==> config.mk <==
export PLATFORM = sky130hd
export DESIGN_NAME = alu_seq_ctrl
export DESIGN_NICKNAME = d
export VERILOG_FILES = /design/src/rtl/alu_seq_ctrl.sv
export SDC_FILE = /design/constraint.sdc
export NUM_CORES = 1
export LEC_CHECK = 0
export CORE_MARGIN = 2
export CORE_UTILIZATION = 54
export DETAILED_ROUTE_END_ITERATION = 7
export HOLD_SLACK_MARGIN = 0.1
export MAX_ROUTING_LAYER = met4
export PLACE_DENSITY = 0.83
export SYNTH_ARGS = -nofsm -noshare
export SYNTH_HDL_FRONTEND = slang
export SYNTH_SLANG_ARGS = --single-unit
export TNS_END_PERCENT = 100
==> constraint.sdc <==
create_clock -name clk -period 11.6 [get_ports clk]
set_clock_uncertainty 0.2 [all_clocks]
set_input_delay 1.74 -clock clk [delete_from_list [all_inputs] [get_ports clk]]
set_output_delay 1.74 -clock clk [all_outputs]
set_load 0.02 [all_outputs]
==> src/rtl/alu_seq_ctrl.sv <==
// ---------------------------------------------------------------------------
// alu_seq_ctrl
//   Sequential ALU controller. It accepts one operation through a
//   valid/ready request port, evaluates it in a single EXEC cycle, and
//   returns the result as one or two response beats over a valid/ready
//   port. A {C,S,Z} status register is updated as each operation executes.
//
//   Sequence: IDLE -> EXEC -> RSP1 [-> RSP2] -> IDLE
//     - CMP returns from EXEC straight to IDLE and produces no beat.
//     - SWAP returns B in RSP1, then A in RSP2.
//
// Ports
//   clk        system clock, rising edge
//   rst_n      asynchronous active-low reset
//   req_valid  request valid          req_ready  controller idle
//   req_op     opcode (4 bits)        req_mode   1 = full word, 0 = half word
//   req_a      operand A              req_b      operand B
//   rsp_valid  response beat valid    rsp_ready  consumer accepts the beat
//   rsp_data   response beat          rsp_last   final beat of the operation
//   status     {C,S,Z}                busy       any state other than IDLE
//
// Configuration
//   ALU_SEQ_HALFWORD_EN  when defined, req_mode=0 restricts the operation
//                        to bits [WIDTH/2-1:0]; when undefined every
//                        operation is full word.
// ---------------------------------------------------------------------------
module alu_seq_ctrl #(
  parameter int WIDTH = 20
) (
  input  logic             clk,
  input  logic             rst_n,
  input  logic             req_valid,
  output logic             req_ready,
  input  logic [3:0]       req_op,
  input  logic             req_mode,
  input  logic [WIDTH-1:0] req_a,
  input  logic [WIDTH-1:0] req_b,
  output logic             rsp_valid,
  input  logic             rsp_ready,
  output logic [WIDTH-1:0] rsp_data,
  output logic             rsp_last,
  output logic [2:0]       status,
  output logic             busy
);

  typedef enum logic [1:0] {IDLE, EXEC, RSP1, RSP2} state_e;

  typedef enum logic [3:0] {
    OP_NOT, OP_AND, OP_OR,  OP_XOR, OP_SHR, OP_SHL, OP_ROR, OP_ROL,
    OP_INC, OP_DEC, OP_ADD, OP_ADC, OP_SUB, OP_SBC, OP_CMP, OP_SWAP
  } op_e;

  localparam int HW = WIDTH / 2;
  localparam logic [WIDTH-1:0] LO_MASK = {{(WIDTH-HW){1'b0}}, {HW{1'b1}}};

  state_e           state_q, state_d;
  op_e              op_q, op_d;
  logic             mode_q, mode_d;
  logic [WIDTH-1:0] a_q, a_d, b_q, b_d;
  logic [WIDTH-1:0] res_q, res_d;
  logic [2:0]       status_q, status_d;

  logic             halfSel;
  logic [WIDTH-1:0] opA, opB, aluRes;
  logic [WIDTH:0]   raw;
  logic             carryBit, newC, sFlag, zFlag;

  // Half-word operation only exists in the configured build; otherwise the
  // latched mode bit is deliberately masked off.
`ifdef ALU_SEQ_HALFWORD_EN
  assign halfSel = ~mode_q;
`else
  assign halfSel = 1'b0 & ~mode_q;
`endif

  // ALU datapath. Operands are masked to the active width first, so the
  // extra bit at position HW (half) or WIDTH (full) is the carry/borrow.
  always_comb begin
    opA  = halfSel ? (a_q & LO_MASK) : a_q;
    opB  = halfSel ? (b_q & LO_MASK) : b_q;
    raw  = '0;
    newC = status_q[2];
    unique case (op_q)
      OP_NOT:  raw = {1'b0, ~opA};
      OP_AND:  raw = {1'b0, opA & opB};
      OP_OR:   raw = {1'b0, opA | opB};
      OP_XOR:  raw = {1'b0, opA ^ opB};
      OP_SHR:  raw = {1'b0, opA >> 1};
      OP_SHL:  raw = {1'b0, opA << 1};
      OP_ROR:  raw = halfSel ? {1'b0, (opA >> 1) | ({{(WIDTH-1){1'b0}}, opA[0]} << (HW-1))}
                             : {1'b0, opA[0], opA[WIDTH-1:1]};
      OP_ROL:  raw = halfSel ? {1'b0, (opA << 1) | {{(WIDTH-1){1'b0}}, opA[HW-1]}}
                             : {1'b0, opA[WIDTH-2:0], opA[WIDTH-1]};
      OP_INC:  raw = {1'b0, opA} + {{WIDTH{1'b0}}, 1'b1};
      OP_DEC:  raw = {1'b0, opA} - {{WIDTH{1'b0}}, 1'b1};
      OP_ADD:  raw = {1'b0, opA} + {1'b0, opB};
      OP_ADC:  raw = {1'b0, opA} + {1'b0, opB} + {{WIDTH{1'b0}}, status_q[2]};
      OP_SUB,
      OP_CMP:  raw = {1'b0, opA} - {1'b0, opB};
      OP_SBC:  raw = {1'b0, opA} - {1'b0, opB} - {{WIDTH{1'b0}}, status_q[2]};
      OP_SWAP: raw = {1'b0, opB};
      default: raw = '0;
    endcase

    aluRes   = halfSel ? (raw[WIDTH-1:0] & LO_MASK) : raw[WIDTH-1:0];
    carryBit = halfSel ? raw[HW] : raw[WIDTH];
    sFlag    = halfSel ? aluRes[HW-1] : aluRes[WIDTH-1];
    zFlag    = (aluRes == '0);

    unique case (op_q)
      OP_NOT, OP_AND, OP_OR, OP_XOR: newC = 1'b0;
      OP_SHR:                        newC = opA[0];
      OP_SHL:                        newC = halfSel ? opA[HW-1] : opA[WIDTH-1];
      OP_ROR, OP_ROL, OP_SWAP:       newC = status_q[2];
      default:                       newC = carryBit;
    endcase
  end

  // State register and operand/result/status registers.
  always_ff @(posedge clk or negedge rst_n) begin
    if (!rst_n) begin
      state_q  <= IDLE;
      op_q     <= OP_NOT;
      mode_q   <= 1'b1;
      a_q      <= '0;
      b_q      <= '0;
      res_q    <= '0;
      status_q <= 3'b000;
    end else begin
      state_q  <= state_d;
      op_q     <= op_d;
      mode_q   <= mode_d;
      a_q      <= a_d;
      b_q      <= b_d;
      res_q    <= res_d;
      status_q <= status_d;
    end
  end

  // Next-state logic. SWAP keeps A latched so RSP2 can return it after B.
  always_comb begin
    state_d  = state_q;
    op_d     = op_q;
    mode_d   = mode_q;
    a_d      = a_q;
    b_d      = b_q;
    res_d    = res_q;
    status_d = status_q;
    unique case (state_q)
      IDLE: begin
        if (req_valid) begin
          op_d    = op_e'(req_op);
          mode_d  = req_mode;
          a_d     = req_a;
          b_d     = req_b;
          state_d = EXEC;
        end
      end
      EXEC: begin
        if (op_q != OP_SWAP) begin
          status_d = {newC, sFlag, zFlag};
        end
        if (op_q == OP_CMP) begin
          state_d = IDLE;
        end else begin
          res_d   = aluRes;
          state_d = RSP1;
        end
      end
      RSP1: begin
        if (rsp_ready) begin
          if (op_q == OP_SWAP) begin
            res_d   = opA;
            state_d = RSP2;
          end else begin
            state_d = IDLE;
          end
        end
      end
      RSP2: begin
        if (rsp_ready) begin
          state_d = IDLE;
        end
      end
      default: state_d = IDLE;
    endcase
  end

  assign req_ready = (state_q == IDLE);
  assign busy      = (state_q != IDLE);
  assign rsp_valid = (state_q == RSP1) || (state_q == RSP2);
  assign rsp_last  = (state_q == RSP2) || ((state_q == RSP1) && (op_q != OP_SWAP));
  assign rsp_data  = res_q;
  assign status    = status_q;

endmodule
Yosys cells after proc, flatten, opt, wreduce, memory -nomap -nowiden
Index checks and enable logic that the tools add are counted.
{ "classes": {"eq_ne": 24, "addsub": 6, "n_reduce_logical": 16, "muxes": 12, "n_bitwise": 5} }
{ "ops": {"columns": ["cell", "n"], "rows": [
  ["$pmux W21 S15", 1],
  ["$mux W20", 3],
  ["$pmux W20 S2", 1],
  ["$eq A4 B4 Y1 const B", 8],
  ["$add A20 B1 Y21 const B", 1],
  ["$add A20 B20 Y21", 1],
  ["$add A21 B1 Y21", 1],
  ["$sub A20 B1 Y21 const B", 1],
  ["$sub A20 B20 Y21", 1],
  ["$sub A21 B1 Y21", 1],
  ["$and A20 B20 Y20", 1],
  ["$logic_not A20 Y1", 1],
  ["$not A20 Y20", 1],
  ["$or A20 B20 Y20", 1],
  ["$xor A20 B20 Y20", 1],
  ["$eq A4 B3 Y1 const B", 4],
  ["$mux W2", 5],
  ["$ne A2 B2 Y1 const B", 5],
  ["$eq A4 B2 Y1 const B", 2],
  ["$pmux W2 S4", 1],
  ["$reduce_and A3 Y1", 2],
  ["$eq A2 B2 Y1 const B", 2],
  ["$eq A4 B1 Y1 const B", 1],
  ["$logic_not A4 Y1", 1],
  ["other kinds (13)", 16]
]} }
{ "totals": {"output_inout_bits": 27, "wordCells": 70, "ff_bits": 69, "input_bits": 49} }

Logic depth before layout (Yosys ltp)
Gate-level depths: netlist of run 1.
{ "depth": {"word_depth": 5, "mapped_depth": 17, "mapped_depth_nobuf": 16} }

Least setup slack after synthesis of run 1
No wires, ideal clock.
{ "synth_path": {"kind": "reg2reg", "start": "reg op_q[3]", "end": "reg status_q[1] (netlist: status[1])", "path_buffers": 1, "required_time_ps": 11275, "setup_ps": 125, "slack_ps": 6886, "arrival_time_ps": 4389, "stages_incl_launch_ff": 17, "period_less_slack_ps": 4714, "cell_sequence": "dfrtp_1 clkbuf_1 nor2b_1 nand2b_1 nor2_1 ha_1 a211oi_1 o31a_1 o21ai_0 o41a_1 a22oi_1 nor2b_1 o21ai_0 xnor2_1 a211oi_1 a32oi_2 mux2_2"} }
{ "synth_via": {"elab_chain_len": 3, "elab_cells_between_ends": 20, "cone_classes": "16 x eq/ne; 1 x mux; 3 x reduce/logical"} }
{ "synth_rtl": {"columns": ["item", "line_no", "source"], "rows": [
  ["from (decl)", "57", "op_e op_q, op_d;"],
  ["from (signal assigned)", "131", "op_q <= op_d;"],
  ["$eq A4 B4 Y1", "83", "unique case (op_q)"],
  ["$reduce_or A2 Y1", "83", null],
  ["$pmux W21 S15", "83", null],
  ["to (signal assigned)", "136", "status_q <= status_d;"],
  ["to (decl)", "61", "logic [2:0] status_q, status_d;"]
]} }
Parallel ways exist; a longest one is shown, timed or not.
A chain may end at the register's enable or synchronous reset.

Final worst setup path of run 1
{ "layout_path": {"start": "reg op_q[0]", "end": "reg status_q[1] (netlist: status[1])"} }
Same word-level chain as after synthesis.

==> results by group, run 1 <==
CTS
  – Post-CTS Setup Inserts: 0
  – CTS tree: done
  – Reg clk slew, reported paths: about 0.060 ns
  – CTS Buf Count: 9
  – CTS Hold Buffers Added: 0
  – Skew-Pair Late Insertion Delay: 0.35 ns
  – # resized after CTS: 0
  – Max clock buf depth: 2
  – Clk root buf: clkbuf_16
  – H-tree depth: 3
  – Clock Sinks: about 70

Floorplanning
  – Initial Utilization: a little under three fifths
  – Die Width: 137 um
  – IO Count: 76
  – Num rows: 48
  – Area of the core: 17200 um^2
  – Die ar.: approximately 19000 um^2
  – Die Height: ~140 um

Layout
  – Layout cells sized above 1: under 10%
  – P&R area growth vs syn: 12.0%
  – Nets: 1418
  – Finished Layout Cells: 1506
  – Fill count: ~1600

Route
  – Avg Vias per Cell: about 6.7
  – Met2 wire len: 14700 um
  – DR WL/cell: 21.6 um
  – Met3 Routed Length: between 2000 and 3000 um
  – DRC Markers: 0
  – Top Layer Used: met4
  – Vias: 10044
  – Remaining antenna violation count: 0
  – WL met1: 13200 um
  – Detailed Route WL: 32500 um
  – Initial DRC Count: 1089
  – 1st-pass router iterations: 5

Placed design
  – Gpl congestion: 0.990
  – Detailed placement HPWL: around 24000 um
  – I/O Buffers: 74
  – Place WS: 6.22 ns
  – Cell count after placement: 1489

Worst setup path
  – Worst Path Arrival: 5.63 ns
  – CP endpoint kind: flop
  – Max FO, Critical Path: between 60 and 70
  – Crit path kind: reg2reg
  – Critical Path RT: 11.64 ns
  – CP Launch Type: flop

Worst hold path
  – Hold Path Class: reg2reg

Logic synthesis
  – Top cell type by total area after synthesis: dfrtp_1
  – Mapped Cells: between 1000 and 1500
  – Synth Register Bits: between 60 and 70
  – Synthesis warning total: 0
  – Syn Std Cell Area: approximately 9500 um^2
  – Syn Area/Cell: approximately 7.6 um^2
  – Post-synth EDFFs: 0
  – Most frequent cells after synthesis: nand2_1 (155), o21ai_0 (125), ha_1 (91)
  – Ys flop type: dfrtp_1
  – Area contributors post-synth: dfrtp_1 (18%), ha_1 (12%), o21ai_0 (6.6%)
  – Top-count cell post-synth: nand2_1
  – Netlist cell types: 104
  – Sequential fraction of the synthesis area: between 10% and 20%
  – Area fraction of the dominant cell type after synthesis: between 10% and 20%
  – Post-Syn Nets: between 1000 and 1500
  – Ys async rst share: 100%

Timing
  – Final min period: 5.60 ns
  – Endpoints failing setup: 0
  – Setup TNS: 0 ns
  – Slew at the pin with the worst max-slew slack: 1.28 ns
  – Final period util: 48.3%
  – Final slew viol count: 0
  – F_max: 179 MHz
  – Rel. slew slack: 14.3%
  – RSZ-0062 raised after global routing: false
  – Hold Fails Final Rpt: 0
  – Final worst setup slack: 6.00 ns

Global route
  – Antenna violations before repair: 1
  – GR Util All Layers: 36.2%
  – Vias in the first global route: 9355
  – Largest net degree at the start of global routing: 87
  – Grt ovf: 0
  – First-pass GRT wire length: between 50000 and 60000 um

Run status
  – Status: finished, final reports clean

Flow run
  – Max_cap viols: 0
==> layer usage <==
metal	GRT usage [%]	up-vias
li1	-	4658
met1	45.2	4686
met2	55.4	556
met4	19.8	0
met3	6.63	144
met5	-	-
==> layout make-up <==
class | count | area [um^2] | area share [%]
Multi-Input combinational cell | 1042 | 7230 | 68.0
Sequential cell | 69 | 1730 | 16.2
Timing Repair Buffer | 85 | 821 | 7.72
Tap cell | 225 | 282 | 2.65
Inverter | 68 | 255 | 2.40
Clock buffer | 12 | 246 | 2.32
Clock inverter | 4 | 72.6 | 0.682
Antenna cell | 1 | 2.50 | 0.0235
==> final timing paths <==
path,start,to,slack (ns),cells after the start
worst max-delay path,op_q[0],status[1],6.00,16
worst max register to register,op_q[0],status[1],6.00,16
worst min-delay path,rsp_data[9],rsp_data[9],0.28,2
max in group asynchronous,rst_n,op_q[0],9.21,1
worst min register to register,rsp_data[9],rsp_data[9],0.28,2
min in group asynchronous,rst_n,a_q[13],1.33,1
==> through the flow <==
stage	hold slack [ns]	util (%)	area (um^2)
final	0.278	61.7	10600
after global routing	0.305	61.7	10600
after CTS	0.282	61.7	10600
after detailed placement	0.269	59.8	10300
after global placement	0.266	59.8	10300
after floorplan	0.350	-	9490
==> cells in the final DEF (no fill, tap or decap), drive strengths merged, types with 7 or more instances in the layout <==
| cell type | synthesis | layout |
|---|---|---|
| or3 | 7 | 7 |
| inv | 66 | 66 |
| a31oi | 15 | 15 |
| o211ai | 10 | 10 |
| o21a | 8 | 8 |
| nor3 | 18 | 18 |
| a21oi | 84 | 84 |
| ha | 91 | 91 |
| o21ai | 131 | 131 |
| mux2i | 12 | 12 |
| nor2b | 21 | 21 |
| xor2 | 19 | 19 |
| o21bai | 9 | 9 |
| or2 | 9 | 9 |
| nor2 | 71 | 71 |
| o221ai | 14 | 14 |
| o31a | 7 | 7 |
| a22oi | 14 | 14 |
| mux2 | 9 | 9 |
| buf | 24 | 12 |
| nand2 | 156 | 156 |
| a21o | 24 | 24 |
| o22ai | 14 | 14 |
| o31ai | 10 | 10 |
| nand2b | 18 | 18 |
| and2 | 16 | 16 |
| a221oi | 13 | 13 |
| clkbuf | 42 | 12 |
| a211oi | 19 | 19 |
| dfrtp | 69 | 69 |
| and3 | 18 | 18 |
| xnor2 | 50 | 50 |
| a32oi | 8 | 8 |
| nor4 | 14 | 14 |
| nand3 | 26 | 26 |
| clkdlybuf4s50 | 0 | 73 |
| nand4 | 16 | 16 |
| o2111ai | 8 | 8 |
==> state kept, by name (all words and copies together) (netlist names) <==
signal	cells
a_q	20
b_q	20
rsp_data	20
op_q	4
status	3
state_q	2
==> worst max-delay path, stage by stage (launching register included) <==
cell and delay, ns:
dfrtp_2 0.34, buf_4 0.61, clkinv_1 0.64, nor2_1 0.23, buf_4 0.30, ha_1 0.30
a211oi_1 0.34, o31a_1 0.26, o21ai_0 0.12, o41a_1 0.44, a22oi_1 0.38, nor2b_1 0.18
o21ai_0 0.11, xnor2_1 0.15, a211oi_1 0.31, a32oi_2 0.23, mux2_2 0.31
==> cells by family after synthesis <==
group | Yosys count | synth area share (%)
AOI/OAI and AO/OA | 446 | 32.4
xor gates and xnor gates | 69 | 6.52
adders and majority gates | 94 | 12.6
buffers and inverters | 134 | 5.90
DFF | 69 | 18.2
muxes | 21 | 2.33
and+or+nand+nor | 412 | 22.0
Power of run 1 is left out: the tool's default activity adds up to more than one toggle a clock period on the data nets, which glitch-free logic cannot reach.
==> run 2, diff against run 1 <==
Clock period 11.6 ns to 5.5 ns, I/O delays scaled along.
==> results by group, run 2 (synthesized netlist as in run 1, its figures left out) <==
CTS
  – Clock Sinks: 69
  – CTS tree: done
  – Max clock buf depth: 2
  – Clk root buf: clkbuf_16
  – CTS Buf Count: 9
  – # resized after CTS: 0
  – H-tree depth: 3
  – Reg clk slew, reported paths: 0.07 ns
  – CTS Hold Buffers Added: 0
  – Post-CTS Setup Inserts: 0
  – Skew-Pair Late Insertion Delay: 0.36 ns

Worst setup path
  – Worst Path Arrival: 5.16 ns
  – Max FO, Critical Path: 8
  – CP endpoint kind: flop
  – Max incr delay on CP: 0.56 ns
  – CP Launch Type: flop
  – Crit path kind: reg2reg
  – CP max-delay cell: o31ai_2
  – Critical Path RT: around 5.6 ns
  – Critical path cell sequence: inv_1 > ha_1 > inv_1 > fa_1 > nand2b_1 > a211oi_2 > o31ai_2 > nand2_1 > xnor2_1 > nand4_2 > mux2i_1 > a32oi_1 > nand2b_1 > nor4_1 > nand4_1 > o31ai_2

Layout
  – Fill count: 1554
  – P&R area growth vs syn: 12.6%
  – Most common cell after layout, fill and taps aside: nand2_1
  – Commonest non-fill, non-tap cells in the layout: nand2_1 (155), o21ai_0 (125), ha_1 (91)
  – Multi-input gate area: 7230 um^2
  – Register Area: roughly 1700 um^2
  – Layout cells sized above 1: 8.00%
  – Nets: 1426

Timing
  – RSZ-0062 raised after global routing: false
  – Rel. slew slack: 26.1%
  – Endpoints failing setup: 0
  – Setup TNS: 0 ns
  – Final min period: 5.09 ns
  – Final worst setup slack: between 0.4 and 0.5 ns
  – Hold Fails Final Rpt: 0
  – Final slew viol count: 0
  – Final period util: 92.5%
  – Slew at the pin with the worst max-slew slack: 1.10 ns
  – F_max: 197 MHz

Run status
  – Status: finished, final reports clean

Global route
  – Largest net degree at the start of global routing: 70
  – First-pass GRT wire length: 50800 um
  – Vias in the first global route: about 9600
  – Antenna violations before repair: 1
  – Grt ovf: 0
  – GR Util All Layers: 36.4%

Flow run
  – Max_cap viols: 0

Floorplanning
  – Die Width: 137 um
  – Die Height: 137 um
  – Num rows: 48
  – IO Count: 76
  – Die ar.: 18700 um^2
  – Area of the core: 17200 um^2
  – Initial Utilization: about 55%

Placed design
  – I/O Buffers: 74
  – Detailed placement HPWL: 24500 um
  – Place WS: 0.631 ns
  – Gpl congestion: between 1 and 1.5

Route
  – Remaining antenna violation count: 0
  – DR WL/cell: between 20 and 25 um
  – Detailed Route WL: about 33000 um
  – Vias: 10047
  – DRC Markers: 0
  – 1st-pass router iterations: 8
  – Avg Vias per Cell: 6.64
  – Initial DRC Count: about 1200

Worst hold path
  – Hold Path Class: reg2reg
run 2: cell types whose count changed in the layout (fill, tap and decap cells not counted), sizes merged:
cell / before / now
clkinvlp: 1 / 3
clkbuf: 12 / 10
inv: 66 / 68
buf: 12 / 20
clkinv: 3 / 2
bufinv: 2 / 1
run 2: critical path: cells and delay by family (launching register included):
family / cells / cell delay, ns
DFF: 1 / 0.52
adders and majority gates: 2 / 0.64
and+or+nand+nor: 6 / 1.52
xor gates and xnor gates: 1 / 0.53
buffers and inverters: 2 / 0.31
muxes: 1 / 0.23
AOI/OAI and AO/OA: 4 / 1.03
run 2: final cells by class:
cell class / count / area share (%)
clock buffers: 10 / 2.24
clock inverters: 6 / 0.656
repair buffers: 93 / 8.24
flip-flops and latches: 69 / 16.2
diodes: 1 / 0.0234
well taps: 225 / 2.63
inverters: 68 / 2.39
multi-input cells: 1042 / 67.7
run 2: worst paths after layout:
kind / startpoint / to / cells after the start / slack (ns)
worst max-delay path: a_q[0] / status[0] / 16 / 0.41
worst min-delay path: rsp_data[4] / rsp_data[4] / 2 / 0.28
worst max register to register: a_q[0] / status[0] / 16 / 0.41
worst min register to register: rsp_data[4] / rsp_data[4] / 2 / 0.28
max in group asynchronous: rst_n / op_q[0] / 1 / 4.03
min in group asynchronous: rst_n / b_q[13] / 1 / 0.40
run 2: routing by layer:
metal  GRT usage, %  up-vias  wire, um
met4           19.6        0      1730
met2           57.3      541     14800
met3           6.26      154      2630
met5              -        -         0
met1           44.5     4671     13600
li1               -     4681         -
run 2: stage by stage:
step | instances | util (%) | hold slack, ns | cell area (um^2)
floorplan | 1245 | - | 0.329 | 9490
finish | 1514 | 62.0 | 0.278 | 10700
global route | 1514 | 62.0 | 0.311 | 10700
CTS | 1513 | 62.0 | 0.285 | 10700
detailed placement | 1497 | 60.2 | 0.270 | 10400
global placement | 1497 | 60.2 | 0.266 | 10400
Power of run 2 is left out for the same reason.
